<file path="src/rtl/sat_bin_loader.sv">
// Host-side loader for sat_bin: parses a 32-bit command/data stream, fills the
// four bin RAMs through the external write ports, then runs the solver once.
module sat_bin_loader #(
  parameter int WIDTH_VAR        = 12,
  parameter int WIDTH_CLAUSES    = 16,
  parameter int WIDTH_VAR_STATES = 19,
  parameter int WIDTH_LVL_STATES = 11,
  parameter int ADDR_WIDTH       = 10
) (
  input  logic                        clk,
  input  logic                        rst,
  input  logic                        in_valid,
  output logic                        in_ready,
  input  logic [31:0]                 in_data,
  output logic                        res_valid,
  input  logic                        res_ready,
  output logic [1:0]                  res_data,
  output logic                        err_o,
  output logic                        apply_ex_o,
  output logic                        ram_we_v_o,
  output logic                        ram_we_c_o,
  output logic                        ram_we_vs_o,
  output logic                        ram_we_ls_o,
  output logic [WIDTH_VAR-1:0]        ram_din_v_o,
  output logic [WIDTH_CLAUSES-1:0]    ram_din_c_o,
  output logic [WIDTH_VAR_STATES-1:0] ram_din_vs_o,
  output logic [WIDTH_LVL_STATES-1:0] ram_din_ls_o,
  output logic [ADDR_WIDTH-1:0]       ram_addr_v_o,
  output logic [ADDR_WIDTH-1:0]       ram_addr_c_o,
  output logic [ADDR_WIDTH-1:0]       ram_addr_vs_o,
  output logic [ADDR_WIDTH-1:0]       ram_addr_ls_o,
  output logic                        bin_info_en_o,
  output logic [WIDTH_VAR-1:0]        nv_all_o,
  output logic [WIDTH_CLAUSES-1:0]    nb_all_o,
  output logic                        start_o,
  input  logic                        done_i,
  input  logic                        global_sat_i,
  input  logic                        global_unsat_i,
  output logic [2:0]                  state_o
);

  localparam int DW_A = (WIDTH_VAR > WIDTH_CLAUSES) ? WIDTH_VAR : WIDTH_CLAUSES;
  localparam int DW_B = (WIDTH_VAR_STATES > WIDTH_LVL_STATES) ? WIDTH_VAR_STATES : WIDTH_LVL_STATES;
  localparam int DW   = (DW_A > DW_B) ? DW_A : DW_B;

  typedef enum logic [2:0] {
    S_IDLE, S_DATA, S_INFO0, S_INFO1, S_START, S_WAIT, S_RESULT
  } state_t;

  state_t                  state_q, state_d;
  logic [1:0]              tgt_q, tgt_d;
  logic [ADDR_WIDTH-1:0]   addr_q, addr_d;
  logic [15:0]             rem_q, rem_d;
  logic [3:0]              we_q, we_d;
  logic [ADDR_WIDTH-1:0]   wr_addr_q, wr_addr_d;
  logic [DW-1:0]           wr_data_q, wr_data_d;
  logic [WIDTH_VAR-1:0]    nv_q, nv_d;
  logic [WIDTH_CLAUSES-1:0] nb_q, nb_d;
  logic                    info_en_q, info_en_d;
  logic                    err_q, err_d;
  logic [1:0]              res_q, res_d;
  logic                    skip_q, skip_d;

  logic                    accept;
  logic [3:0]              op;
  logic [ADDR_WIDTH-1:0]   base;
  logic [15:0]             cnt;
  logic                    unused_in;

  // Both streams are valid/ready: a word transfers on a rising edge where valid
  // and ready are both high; the sender holds valid and data until then.
  assign in_ready  = state_q inside {S_IDLE, S_DATA, S_INFO0, S_INFO1};
  assign accept    = in_valid & in_ready;
  assign op        = in_data[31:28];
  assign base      = in_data[16+ADDR_WIDTH-1:16];
  assign cnt       = in_data[15:0];
  assign unused_in = ^in_data;

  always_comb begin
    state_d   = state_q;
    tgt_d     = tgt_q;
    addr_d    = addr_q;
    rem_d     = rem_q;
    we_d      = '0;
    wr_addr_d = wr_addr_q;
    wr_data_d = wr_data_q;
    nv_d      = nv_q;
    nb_d      = nb_q;
    info_en_d = 1'b0;
    err_d     = err_q;
    res_d     = res_q;
    skip_d    = skip_q;
    case (state_q)
      S_IDLE: begin
        if (accept) begin
          case (op)
            4'd1, 4'd2, 4'd3, 4'd4: begin
              if (cnt != 16'd0) begin
                state_d = S_DATA;
                tgt_d   = 2'(op - 4'd1);
                addr_d  = base;
                rem_d   = cnt;
              end
            end
            4'd5:    state_d = S_INFO0;
            4'd6:    state_d = S_START;
            default: err_d   = 1'b1;
          endcase
        end
      end
      S_DATA: begin
        if (accept) begin
          we_d[tgt_q] = 1'b1;
          wr_addr_d   = addr_q;
          wr_data_d   = in_data[DW-1:0];
          addr_d      = addr_q + 1'b1;
          rem_d       = rem_q - 16'd1;
          if (rem_q == 16'd1) state_d = S_IDLE;
        end
      end
      S_INFO0: begin
        if (accept) begin
          nv_d    = in_data[WIDTH_VAR-1:0];
          state_d = S_INFO1;
        end
      end
      S_INFO1: begin
        if (accept) begin
          nb_d      = in_data[WIDTH_CLAUSES-1:0];
          info_en_d = 1'b1;
          state_d   = S_IDLE;
        end
      end
      S_START: begin
        state_d = S_WAIT;
        skip_d  = 1'b1;
      end
      S_WAIT: begin
        // done_i may still be high from the previous run on the first WAIT cycle.
        if (skip_q) begin
          skip_d = 1'b0;
        end else if (done_i) begin
          res_d   = {global_unsat_i, global_sat_i};
          state_d = S_RESULT;
        end
      end
      S_RESULT: begin
        if (res_ready) state_d = S_IDLE;
      end
      default: state_d = S_IDLE;
    endcase
  end

  always_ff @(posedge clk or negedge rst) begin
    if (!rst) begin
      state_q   <= S_IDLE;
      tgt_q     <= '0;
      addr_q    <= '0;
      rem_q     <= '0;
      we_q      <= '0;
      wr_addr_q <= '0;
      wr_data_q <= '0;
      nv_q      <= '0;
      nb_q      <= '0;
      info_en_q <= 1'b0;
      err_q     <= 1'b0;
      res_q     <= '0;
      skip_q    <= 1'b0;
    end else begin
      state_q   <= state_d;
      tgt_q     <= tgt_d;
      addr_q    <= addr_d;
      rem_q     <= rem_d;
      we_q      <= we_d;
      wr_addr_q <= wr_addr_d;
      wr_data_q <= wr_data_d;
      nv_q      <= nv_d;
      nb_q      <= nb_d;
      info_en_q <= info_en_d;
      err_q     <= err_d;
      res_q     <= res_d;
      skip_q    <= skip_d;
    end
  end

  assign apply_ex_o    = in_ready;
  assign start_o       = (state_q == S_START);
  assign res_valid     = (state_q == S_RESULT);
  assign res_data      = res_q;
  assign err_o         = err_q;
  assign ram_we_v_o    = we_q[0];
  assign ram_we_c_o    = we_q[1];
  assign ram_we_vs_o   = we_q[2];
  assign ram_we_ls_o   = we_q[3];
  assign ram_din_v_o   = wr_data_q[WIDTH_VAR-1:0];
  assign ram_din_c_o   = wr_data_q[WIDTH_CLAUSES-1:0];
  assign ram_din_vs_o  = wr_data_q[WIDTH_VAR_STATES-1:0];
  assign ram_din_ls_o  = wr_data_q[WIDTH_LVL_STATES-1:0];
  assign ram_addr_v_o  = wr_addr_q;
  assign ram_addr_c_o  = wr_addr_q;
  assign ram_addr_vs_o = wr_addr_q;
  assign ram_addr_ls_o = wr_addr_q;
  assign bin_info_en_o = info_en_q;
  assign nv_all_o      = nv_q;
  assign nb_all_o      = nb_q;
  assign state_o       = state_q;

endmodule
</file>
<file path="config.mk">
export PLATFORM = sky130hd
export DESIGN_NAME = sat_bin_loader
export DESIGN_NICKNAME = d
export VERILOG_FILES = /design/src/rtl/sat_bin_loader.sv
export SDC_FILE = /design/constraint.sdc
export NUM_CORES = 1
export LEC_CHECK = 0
export ABC_AREA = 1
export CAP_MARGIN = 20
export CORE_MARGIN = 5
export CORE_UTILIZATION = 50
export CTS_CLUSTER_SIZE = 8
export DETAILED_ROUTE_END_ITERATION = 8
export PLACE_DENSITY = 0.86
export SLEW_MARGIN = 5
export SYNTH_ARGS = -nofsm -noshare
export SYNTH_HDL_FRONTEND = slang
export SYNTH_SLANG_ARGS = --single-unit
export TNS_END_PERCENT = 5
</file>
<file path="constraint.sdc">
create_clock -name clk -period 3.6 [get_ports clk]
set_input_delay 0.54 -clock clk [delete_from_list [all_inputs] [get_ports clk]]
set_output_delay 0.54 -clock clk [all_outputs]
set_load 0.01 [all_outputs]
</file>
* Word-level counts from Yosys, hierarchy flattened
Cells that the tools add are included.
** Word-level totals
- Bits in registers :: 97
- Latch bits :: 0
- Bits in writable memories :: 0
- ROM bits :: 0
- Bits of input ports :: 39
- Output and inout port bits :: 141
- Memories :: 0
** Operators by class
- Add/sub/neg operators :: 3
- Multipliers :: 0
- Div/mod/pow operators :: 0
- Magnitude comparators :: 2
- Equality and inequality tests :: 25
- Shift-type cells :: 0
- Mux-type cells :: 28
- Bitwise operators :: 3
- Reductions and logical operators :: 16
** Operator list (number)
- 16-bit 2-to-1 mux :: 4
- 10-bit 2-to-1 mux :: 4
- 16-bit case mux with 2 select lines :: 1
- 3-bit 2-to-1 mux :: 9
- 3-bit case mux with 7 select lines :: 1
- 10-bit case mux with 2 select lines :: 1
- 16-bit by 1-bit == test with 1-bit output, second input constant :: 1
- 16-bit nonzero test :: 1
- 16-bit by 1-bit subtractor with 16-bit output, second input constant :: 1
- 4-bit by 3-bit == test with 1-bit output, second input constant :: 3
- 2-bit != test, second input constant :: 6
- 10-bit by 1-bit adder with 10-bit output, second input constant :: 1
- 10-bit AND reduction :: 1
- 3-bit == test, second input constant :: 3
- 3-bit case mux with 3 select lines :: 1
- 4-bit by 2-bit == test with 1-bit output, second input constant :: 2
- 4-bit 2-to-1 mux :: 2
- 2-bit by 1-bit != test with 1-bit output, second input constant :: 4
- 3-bit by 2-bit == test with 1-bit output, second input constant :: 2
- 2-bit AND reduction :: 3
- 3-bit AND reduction :: 2
- 6-bit OR reduction :: 1
- 5-bit AND reduction :: 1
- 4-bit by 1-bit == test with 1-bit output, second input constant :: 1
- other kinds (17) :: 21

* Longest topological paths before layout
- Depth in word-level cells :: 6
- Mapped depth :: 13
- Depth with buffers taken out :: 12

* Least setup slack after synthesis
Ideal clock, no wire load.
- Path type :: input port to flip-flop
- From :: input port in_data[28]
- To :: register rem_q[3]
- Setup time :: 0.123 ns
- Data arrival time :: 1.561 ns
- Required time :: 3.477 ns
- Setup slack :: 1.916 ns
- Cell stages on the path :: 12
- Buffers on the path :: 1
- Cell sequence :: inv_1 > ha_1 > nor2_1 > nand2_1 > inv_1 > nor2_2 > nand2_1 > nand2_2 > nand2_4 > buf_4 > nand2_1 > o21ai_1
** On the way
- Word-level cells in the longest chain between the ends :: 4
** Ends and longest elaborated chain
- start: declaration :: RTL line 14 : input logic [31:0] in_data,
- 4-bit by 1-bit == test with 1-bit output (tied with other cells) :: RTL line 96 : case (op)
- 4-bit OR reduction * :: RTL line 96
- 2-bit by 1-bit != test with 1-bit output (no source line) *
- 5-bit AND reduction (no source line) *
- end signal: assignment :: RTL line 173 : rem_q <= rem_d;
- end: declaration :: RTL line 53 : logic [15:0] rem_q, rem_d;
Every way passes the cells marked *; elsewhere a longest branch is shown, timed or not.
A chain may end at the register's enable or synchronous reset.

* Final worst setup path
- From :: register state_q[1] (netlist: state_o[1])
- To :: output port start_o
** On the way
- Word-level cells in the longest chain between the ends :: 1
** Ends and longest elaborated chain
- start: declaration :: RTL line 50 : state_t state_q, state_d;
- start signal: assignment :: RTL line 170 : state_q <= state_d;
- 3-bit == test :: RTL line 187 : assign start_o = (state_q == S_START);
- end: declaration :: RTL line 35 : output logic start_o,
Every way passes these cells.

==> summary.log <==
qor: final_layout.most_common_library_cell_in_the_layout_ignoring_fill_and_taps nand2_1
qor: cts.cts_root_buffer clkbuf_8
qor: floorplanning.dieArea 0.0131 mm²
qor: global_route.wire_length_of_the_first_global_routing_pass 22100 µm
qor: global_route.via_count_of_the_first_global_routing_pass 4388
qor: floorplanning.placeableCoreArea 0.0107 mm²
qor: outcome.run_status finished clean
qor: global_route.grt_antenna_before_repair 0
qor: routing.drc 0
qor: power.power_leakage 3.33 nW
qor: cts.max-clock-path-buffers 2
qor: power.irDropWorstVdd 464 µV
qor: cts.post_cts_resized 0
qor: yosys.synthesis.yosys.warnings 0
qor: cts.cts_h_tree_depth 3
qor: yosys.synth-seq-cells 97
qor: final_layout.finalInstanceArea 0.00692 mm²
qor: setup_path.critPathCaptureType output pin
qor: setup_path.worst_path_required_time 3.06 ns
qor: placement.placed_cells 924
qor: cts.worst_setup_hold_path_clk_slew 0.10 ns
qor: global_route.globalRouteTotalUtil 21.1%
qor: final_layout.area_growth_syn_to_layout 27.0%
qor: floorplanning.chipHeight 114 µm
qor: cts.cts_setup_buffers 0
qor: routing.avgRoutedWirePerCell 14.6 µm
qor: floorplanning.rows 38
qor: routing.detail_route.wirelength 13700 µm
qor: final_layout.final_cell_mix nand2_1 (232), clkdlybuf4s50_1 (176), dfrtp_1 (97)
qor: power.total_power 6.26 mW
qor: placement.port-buffer-count 177
qor: run.total_of_max_cap_violations 0
qor: floorplanning.die_w 114 µm
qor: power.powerDensity 905 mW/mm²
qor: sta.fin_setup_tns 0 ns
qor: final_layout.share_of_final_layout_standard_cells_stronger_than_drive_strength_1 6.75%
qor: sta.finalClockSkew 0.0169 ns
qor: setup_path.rr_startpoint state_o[0]
qor: placement.gp_congestion 0.875
qor: sta.finalSetupViolations 0
qor: yosys.synthDominantCellAreaShare 44.6%
qor: cts.tritoncts_buffer_count 9
qor: sta.setup_repair_after_global_routing_missed_its_margin no
qor: routing.dr_total_vias 4662
qor: final_layout.utilization 64.4%
qor: final_layout.final_cells 940
qor: floorplanning.initial_core_util 50.7%
qor: sta.timing_hold_violations_final 0
qor: sta.tightest_slew 0.913 ns
qor: sta.finalMaxSlewViolations 0
qor: setup_path.crit_slowest_cell clkdlybuf4s50_1
qor: setup_path.crit_path_max_fanout 6
qor: setup_path.worstSetupStartpoint state_o[1]
qor: routing.routed_via_density 4.96
qor: yosys.synthesis.area_per_instance 7.83 µm²
qor: cts.clock_sinks 97
qor: setup_path.criticalPathCategory register to output pin
qor: yosys.synthesis.area 0.00545 mm²
qor: yosys.synth_area_leaders dfrtp_1 (45%), nand2_1 (16%), buf_4 (10%), inv_1 (3.9%), o21ai_0 (3.6%)
qor: yosys.synth_cell_type_count 33
qor: yosys.syn-num-nets 741
qor: placement.post_dp_cell_area 0.00672 mm²
qor: final_layout.antennaDiodeCount 0
qor: sta.hold_ws 0.283 ns
qor: setup_path.timing.critical_path.slowest_cell_delay 0.52 ns
qor: placement.detailed_placer_s_ending_hpwl 10300 µm
qor: sta.finalWorstPathRequiredPeriod 2.34 ns
qor: yosys.synth_seq_area_share 44.6%
qor: setup_path.critPathArrivalTime 1.80 ns
qor: routing.detail_route.first_pass.iterations 5
qor: global_route.congestion_overflow_gr 0
qor: sta.fmaxAchievable 0.427 GHz
qor: final_layout.design.final.nets 841
qor: sta.final_period_utilization 65.1%
qor: setup_path.cp-start-kind register
qor: setup_path.cp_cell_sequence nor2_1, nand2_1, inv_1, clkdlybuf4s50_1
qor: cts.tritoncts_clock_tree built
qor: min_path.hold_class input port to async pin
qor: placement.detailedPlace.worstSlack 0.986 ns
qor: final_layout.layout.filler_cells 883
qor: cts.clock_insertion_delay_at_the_later_pin_of_the_skew_report 0.37 ns
qor: yosys.synth_top_area_cell dfrtp_1
qor: routing.initialDrtViolationCount 304
qor: routing.antenna_left 0
qor: yosys.netlist_instances 695
qor: sta.final_critical_path_setup_slack 1.26 ns
qor: floorplanning.io_pins 180
qor: sta.max_slew_headroom 39.1%
qor: global_route.grt_max_degree 75
qor: cts.cts.hold.buffers_added 0
where the power goes:
| group | switching (mW) | total (mW) | internal, mW |
|---|---|---|---|
| Sequential | 0.491 | 2.07 | 1.58 |
| Combinational | 1.73 | 3.48 | 1.75 |
| Clock | 0.432 | 0.704 | 0.272 |
| Total | 2.65 | 6.26 | 3.61 |
flip-flops by register name (all words and copies together), names as in the netlist:
register,count
ram_din_vs_o,19
nb_all_o,16
rem_q,16
nv_all_o,12
addr_q,10
ram_addr_c_o,10
we_q,4
state_o,3
res_data,2
tgt_q,2
bin_info_en_o,1
err_o,1
skip_q,1
final timing paths:
check	cells past startpoint	slack, ns	endpoint
worst max-delay path	4	1.26	start_o
worst min-delay path	1	0.28	addr_q[4]
worst max register to register	8	1.36	state_o[1]
worst min register to register	1	0.46	err_o
max in group asynchronous	2	2.42	rem_q[5]
min in group clk	1	0.46	err_o
cells in the mapped netlist, drive strengths merged:
cell type / instances
nand3: 29
mux2: 7
a21oi: 2
o21bai: 1
xor2: 1
nor2: 54
clkbuf: 2
nand4: 12
mux2i: 1
nor3: 6
xnor2: 1
dfrtp: 97
nand3b: 3
o21ai: 79
nand2: 237
or2: 1
a21o: 1
ha: 7
buf: 89
inv: 65
worst max-delay path: cells and delay by family, from the launching register on:
| kind | cells | cell delay (ns) |
|---|---|---|
| buf+inv | 2 | 0.59 |
| flops | 1 | 0.50 |
| simple gates | 2 | 0.35 |
cells by family after synthesis:
| logic type | count (synthesis) | share of synthesized area [%] |
|---|---|---|
| simple gates | 342 | 26.4 |
| compound gates | 83 | 8.13 |
| flops | 97 | 44.6 |
| xor+xnor | 2 | 0.322 |
| buf+inv | 156 | 17.3 |
| fa+ha+maj | 7 | 1.61 |
| mux | 8 | 1.63 |
per-layer routing:
layer	vias to the layer above	track usage [%]	wire length, µm
li1	2313	-	-
met1	2177	27.6	5760
met2	158	36.8	7000
met3	14	3.12	784
met4	0	5.15	154
met5	-	0	0
area by class of cell:
type                       count  area (µm²)  area share, %
sequential                    97        2430           35.1
tap                          140         175           2.53
clock inverter                 7        71.3           1.03
clock buffer                   9         124           1.79
inverter                      65         246           3.56
timing repair buffer         180        1790           25.9
multi-input combinational    442        2080           30.1
(Power assumes the default switching activity.)
